File: src/rtl/rv32i_pkg.sv
// Shared RV32I pipeline constants: instruction/PC width, bubble instruction, MEM/WB payload layout.
package rv32i_pkg;

  localparam int          XLEN     = 32;
  localparam logic [31:0] NOP_INST = 32'h0000_0013;  // addi x0,x0,0

  // MEM/WB payload layout, LSB first
  localparam int WRITTEN_REG_LSB = 0;
  localparam int WRITTEN_REG_W   = 5;
  localparam int REG_WRITE_LSB   = 5;
  localparam int REG_WRITE_W     = 1;
  localparam int DATA_TO_REG_LSB = 6;
  localparam int DATA_TO_REG_W   = 2;
  localparam int DATA_IN_LSB     = 8;
  localparam int DATA_IN_W       = 32;
  localparam int ALU_OUT_LSB     = 40;
  localparam int ALU_OUT_W       = 32;
  localparam int MEM_WB_W        = 72;

  typedef enum logic [1:0] {
    DTR_ALU = 2'd0,
    DTR_MEM = 2'd1,
    DTR_PC4 = 2'd2,
    DTR_IMM = 2'd3
  } data_to_reg_e;

  typedef struct packed {
    logic [ALU_OUT_W-1:0]     alu_out;
    logic [DATA_IN_W-1:0]     data_in;
    data_to_reg_e             data_to_reg;
    logic                     reg_write;
    logic [WRITTEN_REG_W-1:0] written_reg;
  } mem_wb_t;

endpackage

File: src/rtl/pipe_stage_slot.sv
// One valid+inst+pc+payload register; clear forces a bubble (NOP, zero PC/payload) and wins over load.
// Latency: 1 cycle from load to outputs.
// Backpressure: none inside the slot; the parent decides when to load or clear.
module pipe_stage_slot #(
  parameter int               XLEN     = rv32i_pkg::XLEN,
  parameter int               DATA_W   = rv32i_pkg::MEM_WB_W,
  parameter logic [XLEN-1:0]  NOP_INST = XLEN'(rv32i_pkg::NOP_INST)
) (
  input  logic              clk,
  input  logic              rst,
  input  logic              clr,
  input  logic              load,
  input  logic [XLEN-1:0]   ld_inst,
  input  logic [XLEN-1:0]   ld_pc,
  input  logic [DATA_W-1:0] ld_payload,
  output logic              valid,
  output logic [XLEN-1:0]   inst,
  output logic [XLEN-1:0]   pc,
  output logic [DATA_W-1:0] payload
);

  logic              valid_d, valid_q;
  logic [XLEN-1:0]   inst_d, inst_q;
  logic [XLEN-1:0]   pc_d, pc_q;
  logic [DATA_W-1:0] payload_d, payload_q;

  always_comb begin
    valid_d   = valid_q;
    inst_d    = inst_q;
    pc_d      = pc_q;
    payload_d = payload_q;
    if (clr) begin
      valid_d   = 1'b0;
      inst_d    = NOP_INST;
      pc_d      = '0;
      payload_d = '0;
    end else if (load) begin
      valid_d   = 1'b1;
      inst_d    = ld_inst;
      pc_d      = ld_pc;
      payload_d = ld_payload;
    end
  end

  always_ff @(posedge clk) begin
    if (rst) begin
      valid_q   <= 1'b0;
      inst_q    <= NOP_INST;
      pc_q      <= '0;
      payload_q <= '0;
    end else begin
      valid_q   <= valid_d;
      inst_q    <= inst_d;
      pc_q      <= pc_d;
      payload_q <= payload_d;
    end
  end

  assign valid   = valid_q;
  assign inst    = inst_q;
  assign pc      = pc_q;
  assign payload = payload_q;

endmodule

File: src/rtl/pipe_stage_reg.sv
// Elastic pipeline stage (main + skid slot), flush to NOP bubble; PIPE_STAGE_PERF_EN adds stall/bubble counters.
// Latency: 1 cycle in->out, 1 word/cycle sustained while out_ready=1.
// Backpressure: in_ready is registered (= !skid valid); a full skid blocks input until it drains into main.
module pipe_stage_reg #(
  parameter int               XLEN     = rv32i_pkg::XLEN,
  parameter int               DATA_W   = rv32i_pkg::MEM_WB_W,
  parameter logic [XLEN-1:0]  NOP_INST = XLEN'(rv32i_pkg::NOP_INST)
`ifdef PIPE_STAGE_PERF_EN
  ,
  parameter int               CNT_W    = 32
`endif
) (
  input  logic              clk,
  input  logic              rst,
  input  logic              flush,
  input  logic              in_valid,
  output logic              in_ready,
  input  logic [XLEN-1:0]   in_inst,
  input  logic [XLEN-1:0]   in_pc,
  input  logic [DATA_W-1:0] in_payload,
  output logic              out_valid,
  input  logic              out_ready,
  output logic [XLEN-1:0]   out_inst,
  output logic [XLEN-1:0]   out_pc,
  output logic [DATA_W-1:0] out_payload
`ifdef PIPE_STAGE_PERF_EN
  ,
  output logic [CNT_W-1:0]  stall_cnt,
  output logic [CNT_W-1:0]  bubble_cnt
`endif
);

  logic              skid_valid;
  logic [XLEN-1:0]   skid_inst, skid_pc;
  logic [DATA_W-1:0] skid_payload;

  logic              in_fire, main_adv;
  logic              main_load, main_clr, skid_load, skid_clr;
  logic [XLEN-1:0]   main_ld_inst, main_ld_pc;
  logic [DATA_W-1:0] main_ld_payload;

  assign in_ready = ~skid_valid;
  assign in_fire  = in_valid & in_ready;
  assign main_adv = ~out_valid | out_ready;

  // Skid always refills main before new input; the two never coincide since in_ready=0 while skid is full.
  always_comb begin
    main_load       = main_adv & (skid_valid | in_fire);
    main_clr        = flush | (main_adv & ~main_load);
    skid_load       = ~main_adv & in_fire;
    skid_clr        = flush | (main_adv & skid_valid);
    main_ld_inst    = in_inst;
    main_ld_pc      = in_pc;
    main_ld_payload = in_payload;
    if (skid_valid) begin
      main_ld_inst    = skid_inst;
      main_ld_pc      = skid_pc;
      main_ld_payload = skid_payload;
    end
  end

  pipe_stage_slot #(.XLEN(XLEN), .DATA_W(DATA_W), .NOP_INST(NOP_INST)) u_main (
    .clk        (clk),
    .rst        (rst),
    .clr        (main_clr),
    .load       (main_load),
    .ld_inst    (main_ld_inst),
    .ld_pc      (main_ld_pc),
    .ld_payload (main_ld_payload),
    .valid      (out_valid),
    .inst       (out_inst),
    .pc         (out_pc),
    .payload    (out_payload)
  );

  pipe_stage_slot #(.XLEN(XLEN), .DATA_W(DATA_W), .NOP_INST(NOP_INST)) u_skid (
    .clk        (clk),
    .rst        (rst),
    .clr        (skid_clr),
    .load       (skid_load),
    .ld_inst    (in_inst),
    .ld_pc      (in_pc),
    .ld_payload (in_payload),
    .valid      (skid_valid),
    .inst       (skid_inst),
    .pc         (skid_pc),
    .payload    (skid_payload)
  );

`ifdef PIPE_STAGE_PERF_EN
  logic [CNT_W-1:0] stall_cnt_d, stall_cnt_q;
  logic [CNT_W-1:0] bubble_cnt_d, bubble_cnt_q;

  // Saturating; only rst clears them so flushes stay visible in the counts.
  always_comb begin
    stall_cnt_d  = stall_cnt_q;
    bubble_cnt_d = bubble_cnt_q;
    if (out_valid && !out_ready && (stall_cnt_q != '1)) stall_cnt_d = stall_cnt_q + 1'b1;
    if (!out_valid && (bubble_cnt_q != '1))             bubble_cnt_d = bubble_cnt_q + 1'b1;
  end

  always_ff @(posedge clk) begin
    if (rst) begin
      stall_cnt_q  <= '0;
      bubble_cnt_q <= '0;
    end else begin
      stall_cnt_q  <= stall_cnt_d;
      bubble_cnt_q <= bubble_cnt_d;
    end
  end

  assign stall_cnt  = stall_cnt_q;
  assign bubble_cnt = bubble_cnt_q;
`endif

endmodule

File: config.mk
export PLATFORM = sky130hd
export DESIGN_NAME = pipe_stage_reg
export DESIGN_NICKNAME = d
export VERILOG_FILES = /design/src/rtl/rv32i_pkg.sv /design/src/rtl/pipe_stage_slot.sv /design/src/rtl/pipe_stage_reg.sv
export SDC_FILE = /design/constraint.sdc
export NUM_CORES = 1
export LEC_CHECK = 0
export CORE_MARGIN = 2
export CORE_UTILIZATION = 30
export CTS_CLUSTER_SIZE = 16
export DETAILED_ROUTE_END_ITERATION = 12
export PLACE_DENSITY = 0.54
export SYNTH_ARGS = -nofsm -noshare
export SYNTH_HDL_FRONTEND = slang
export SYNTH_SLANG_ARGS = --single-unit
File: constraint.sdc
create_clock -name clk -period 2.1 [get_ports clk]
set_clock_uncertainty 0.15 [all_clocks]
set_input_delay 0.21 -clock clk [delete_from_list [all_inputs] [get_ports clk]]
set_output_delay 0.21 -clock clk [all_outputs]
set_load 0.02 [all_outputs]
==> results of run 1 <==
-- path summary, 6_finish.rpt --
| path | from | end | slack (ns) |
|---|---|---|---|
| max | u_main.payload[42]$_SDFFE_PP0P_ | out_payload[42] | 0.15 |
| min | in_payload[4] | u_skid.payload[4]$_SDFFE_PP0P_ | 0.09 |
| min reg2reg | u_skid.payload[34]$_SDFFE_PP0P_ | u_skid.payload[34]$_SDFFE_PP0P_ | 0.30 |
| max reg2reg | u_skid.valid$_SDFFE_PP0P_ | u_main.inst[1]$_SDFFE_PP1P_ | 0.30 |
-- synthesized netlist by cell type --
cell type,n,area (µm²)
a211oi_1,132,991
a21boi_0,1,7.51
a21oi_1,267,1340
a221oi_1,3,26.3
buf_1,4,15.0
buf_2,60,300
buf_4,14,105
clkbuf_1,41,154
dfxtp_1,274,5490
inv_1,1,3.75
inv_2,1,3.75
mux2i_1,132,1320
nand2_1,273,1020
nand2b_1,2,12.5
nand3_1,3,15.0
nand4bb_1,1,11.3
nor2_1,6,22.5
nor2b_1,2,12.5
nor4bb_1,1,10.0
o21ai_0,3,15.0
o21ai_2,1,8.76
o21ai_4,1,16.3
o221ai_1,1,8.76
or2_1,1,6.26
-- stage by stage --
| stage | setup slack (ns) | total power, mW | std cells | util, % |
|---|---|---|---|---|
| after floorplan | 0.435 | 6.02 | 1225 | - |
| after global placement | 0.0540 | 6.70 | 1876 | 39.8 |
| after detailed placement | 0.0143 | 6.70 | 1876 | 39.8 |
| after CTS | 0.117 | 12.0 | 1925 | 42.6 |
| after global routing | 0.0927 | 12.4 | 1926 | 42.6 |
| final | 0.154 | 11.9 | 1926 | 42.6 |
-- layout make-up --
class | count | area share, %
multi-input combinational | 830 | 32.3
inverter | 2 | 0.0495
clock buffer | 44 | 5.76
timing repair buffer | 309 | 21.3
clock inverter | 5 | 0.659
antenna | 1 | 0.0165
sequential | 274 | 36.2
tap | 461 | 3.80
-- cells by family after synthesis --
logic type,Yosys count,share of synthesized area [%]
AO/OA/AOI/OAI,409,22.1
AND/OR/NAND/NOR,289,10.2
flip-flops,274,50.3
multiplexers,132,12.1
buffers and inverters,121,5.33
-- per-layer routing --
metal	part of all wire, %	vias to the layer above	global-route usage [%]
li1	-	4740	-
met1	45	4520	24.0
met2	47	264	28.0
met3	5.6	54	3.70
met4	2.7	8	5.47
met5	0.15	-	0
-- power breakdown --
| part | switching, mW | internal, mW | total [mW] |
|---|---|---|---|
| Clock | 2.08 | 3.21 | 5.28 |
| Combinational | 0.638 | 0.587 | 1.22 |
| Sequential | 0.0593 | 5.29 | 5.35 |
-- registers in the layout (all words and copies together), names as in the netlist --
signal / cells
u_skid.valid: 1
u_main.valid: 1
u_skid.pc: 32
u_main.inst: 32
u_main.payload: 72
u_main.pc: 32
u_skid.payload: 72
u_skid.inst: 32
==> metrics, run 1 <==
status finished clean; CP Launch Type flip-flop; CTS tree yes; critical path peak fanout 2; Cell Area, Placed around 14000 µm²; CTS Buf Count 30; Clock Latency Late Sink ~0.55 ns; largest net degree at the start of global routing 97; RePlAce Congestion just over 0.7; die height between 150 and 200 µm; vias in the first global route roughly 9200; commonest non-fill, non-tap cell in the layout clkdlybuf4s50_1; global-route wire length before repair around 54000 µm; distinct cell type count after synthesis 24; final setup fails 0; DIE AREA ~38000 µm²; Final #Nets approximately 1600; register area roughly 5500 µm²; Post-Syn Nets 1366; Finished Cell Area 15200 µm²; register area share after synthesis about half; worst rel slew slack between 60% and 70%; Cells after Synth about 1200; setup tns final 0 ns; clk slew on worst S/H paths ~0.07 ns; Row Count 69; final hold violation count 0; Worst Hold Class in -> reg; root buffer cell clkbuf_16; gr usage total roughly 18%; initial antenna violation count 5; Yosys reg bits approximately 270; Peak Freq a little over 500 MHz; delay-heaviest family, CP buffers and inverters; worst path required time approximately 1.7 ns; initial core utilization between 30% and 40%; synthesized area 10900 µm²; clk sinks between 200 and 300; CP Class reg -> out; Layout area overhead 39.1%; hold depth 3; pwr dens about 800 nW/µm²; CTS H-tree depth 1; Core ar. between 30000 and 40000 µm²; Slew Viols, Final 0; post-CTS setup buffers 0; post_cts resized 2; GR Overflow Total 0; initial DRC count 408; leading cell types in the layout, fill and taps excluded clkdlybuf4s50_1 (276), nand2_1 (273), dfxtp_1 (273); final worst path period share about 90%; via count 9586; # DRC 0; Max clock buf depth 3; final hold slack between 0.08 and 0.09 ns; Final min period roughly 1.9 ns; instance count on the critical path 1; Final ANT Viol Nets 0; fillcell total 3472; synth warn 0; footprint of the multi-input gates approximately 5000 µm²; Syn Area/Cell 8.91 µm²; drt pass-1 iters 5; share of cells above drive strength 1 about 5.5%; CP max stage cell clkdlybuf4s50_1; CP Capture Type output pin; cell-by-cell trace of the critical path clkdlybuf4s50_1; Critical Path AT around 1.6 ns; WL/cell about 18 µm; Die Wd approximately 200 µm; Routed WL between 30000 and 40000 µm; Peak VDD IR 0.000543 V; worst slew pin tran 0.572 ns; port buffer count ~280; leakage power approximately 4.8 nW; Register-to-Register Path Depth 4; total buffers and inverters traversed by the critical path 1; Worst path max stage delay around 0.64 ns; post-cts hold buffer count 0; unrepaired setup endpoints after global routing no; placed wire-length estimate around 21000 µm; MaxCap Viol Count 0; IO Count between 200 and 300; vias per cell between 4 and 5
(Power assumes the default switching activity.)
==> run 2, diff against run 1 <==
- CORE_MARGIN: 2 -> default
- CORE_UTILIZATION: 30 -> 39
- PLACE_DENSITY: 0.54 -> 0.67
- RECOVER_POWER: default -> 100
==> run 2 against run 1 <==
Clock power rose by 14%. Wire length fell by 8.8%. Setup slack got worse by 0.058 ns. Final cell count decreased by 3.7%. Sequential power about the same. Non-clock buffer count grew 8. Critical path type unchanged. Largest cell class unchanged. Largest power group is now the clock network. Highest routed layer unchanged.
==> metrics, run 2 (same netlist as run 1, synthesis figures left out) <==
Final #Nets approximately 1600; Core ar. between 20000 and 30000 µm²; clk slew on worst S/H paths 0.06 ns; share of cells above drive strength 1 between 6 and 7%; status finished clean; leading cell types in the layout, fill and taps excluded nand2_1 (273), dfxtp_1 (273), a21oi_1 (267); placed wire-length estimate around 20000 µm; instance count on the critical path 1; Routed WL around 32000 µm; CTS Buf Count 30; Row Count 60; register area around 5500 µm²; R2R setup slack about 0.14 ns; Inst Count DP between 1500 and 2000; post_cts resized 1; Combinational Power Share approximately a tenth; Slew Viols, Final 0; Setup crit end out_payload[49]; fillcell total 2441; vias per cell approximately 5.2; Int Pwr about 10 mW; gr usage total between 20% and 30%; Final ANT Viol Nets 0; Max clock buf depth 3; worst path required time approximately 1.7 ns; largest net degree at the start of global routing just under 90; Peak Freq approximately 500 MHz; via count approximately 9700; CP Class reg -> out; worst slew pin tran about 0.75 ns; CP Capture Type output pin; Die Wd between 150 and 200 µm; critical path peak fanout 2; final hold violation count 0; Clock Latency Late Sink approximately 0.54 ns; post-cts hold buffer count 0; Peak VDD IR between 0.0004 and 0.0005 V; Routed met3 length ~1700 µm; total buffers and inverters traversed by the critical path 1; root buffer cell clkbuf_16; # DRC 0; DIE AREA 28700 µm²; unrepaired setup endpoints after global routing no; IO Count 279; port buffer count roughly 280; GR Overflow Total 0; Layout area overhead 41.2%; switching pwr 2.82 mW; delay-heaviest family, CP buffers and inverters; Register-to-Register Path Depth 5; worst rel slew slack 49.8%; Worst Hold Class in -> reg; Net Sw Frac between 20% and 30%; met1 wire length about 14000 µm; vias in the first global route just over 9000; Final min period roughly 2 ns; Worst path max stage delay ~0.77 ns; CTS H-tree depth 1; die height ~170 µm; fin cells about 1900; met2 WL post-DR around 16000 µm; Reg power frac around 43%; clk sinks ~270; final worst path period share a little over nine tenths; leakage power between 5 and 6 nW; initial DRC count between 600 and 700; Critical Path AT roughly 1.6 ns; CTS tree yes; footprint of the multi-input gates between 4000 and 5000 µm²; drt pass-1 iters 5; Clk pwr share between 40% and 50%; setup tns final 0 ns; R2R Path Start u_skid.valid$_SDFFE_PP0P_; global-route wire length before repair between 40000 and 50000 µm; Worst Setup SP u_main.payload[49]$_SDFFE_PP0P_; top sig layer met5; cell-by-cell trace of the critical path dlygate4sd3_1; post-CTS setup buffers 0; RePlAce Congestion 0.770; pwr dens 817 nW/µm²; CP max stage cell dlygate4sd3_1; WL/cell between 15 and 20 µm; R2R Path End u_main.payload[0]$_SDFFE_PP0P_; initial core utilization between 40% and 50%; final setup fails 0; MaxCap Viol Count 0; initial antenna violation count 4; CP Launch Type flip-flop
[run 2: cell count changes in the layout (fill, tap and decap cells not counted), sizes merged]
cell,change
clkdlybuf4s50,-135
clkinvlp,+1
bufinv,+4
diode,+2
buf,+4
clkbuf,+3
clkinv,+3
dlygate4sd2,-1
dlygate4sd3,+135
inv,+1
[run 2: stage by stage]
stage | instance area, µm² | util (%) | worst slack, ns | total power, mW | hold slack, ns
2_1_floorplan | 10900 | - | 0.435 | 6.02 | 0.183
3_3_place_gp | 14300 | 52.6 | 0.0741 | 6.69 | 0.290
3_5_place_dp | 14300 | 52.6 | 0.0246 | 6.70 | 0.295
4_1_cts | 15500 | 56.9 | 0.0194 | 12.7 | 0.0702
5_1_grt | 15400 | 56.7 | 0.0587 | 13.0 | 0.0908
6_report | 15400 | 56.7 | 0.0967 | 12.6 | 0.0897
[run 2: layout make-up]
type                            count  area share, %
Multi-Input combinational cell    830           31.7
Inverter                            2         0.0487
Timing Repair Buffer              317           22.0
Tap cell                          372           3.02
Clock buffer                       42           5.96
Sequential cell                   274           35.6
Clock inverter                     14           1.63
Antenna cell                        3         0.0487
[run 2: worst register-to-register path, delay by kind of cell, from the launching register on]
family | cells | cell delay, ns
and+or+nand+nor | 1 | 0.34
buffers and inverters | 2 | 0.42
AOI/OAI and AO/OA | 2 | 0.48
DFF | 1 | 0.43
[run 2: how the worst min path moves through the flow]
| stage | depth (start not counted) | from | endpoint | slack (ns) |
|---|---|---|---|---|
| final | 3 | in_pc[30] | u_skid.pc[30]$_SDFFE_PP0P_ | 0.09 |
| after global placement | 2 | u_skid.payload[40]$_SDFFE_PP0P_ | u_skid.payload[40]$_SDFFE_PP0P_ | 0.29 |
| after detailed placement | 2 | u_skid.payload[38]$_SDFFE_PP0P_ | u_skid.payload[38]$_SDFFE_PP0P_ | 0.30 |
| after CTS | 3 | in_pc[30] | u_skid.pc[30]$_SDFFE_PP0P_ | 0.07 |
| after global routing | 3 | in_payload[56] | u_skid.payload[56]$_SDFFE_PP0P_ | 0.09 |
| after floorplan | 2 | in_inst[0] | u_skid.inst[0]$_SDFFE_PP1P_ | 0.18 |
[run 2: power groups by stage]
stage                     sequential (mW)  clock [mW]  combinational (mW)
after detailed placement             5.46           0                1.24
after CTS                            5.35        6.14                1.24
final                                5.34        6.04                1.20
after floorplan                      5.54           0               0.475
after global placement               5.46           0                1.23
after global routing                 5.35        6.36                1.28
[run 2: metal layers]
metal  global-route usage (%)  vias up
met4                     6.70        2
met5                        0        -
met1                     28.4     4585
met2                     35.9      278
met3                     3.52       52
li1                         -     4774
==> run 3, diff against run 2 <==
- SKIP_LAST_GASP: default -> 1
==> results of run 3 <==
Same layout as run 2: the final DEF is identical, and so are final timing and power.
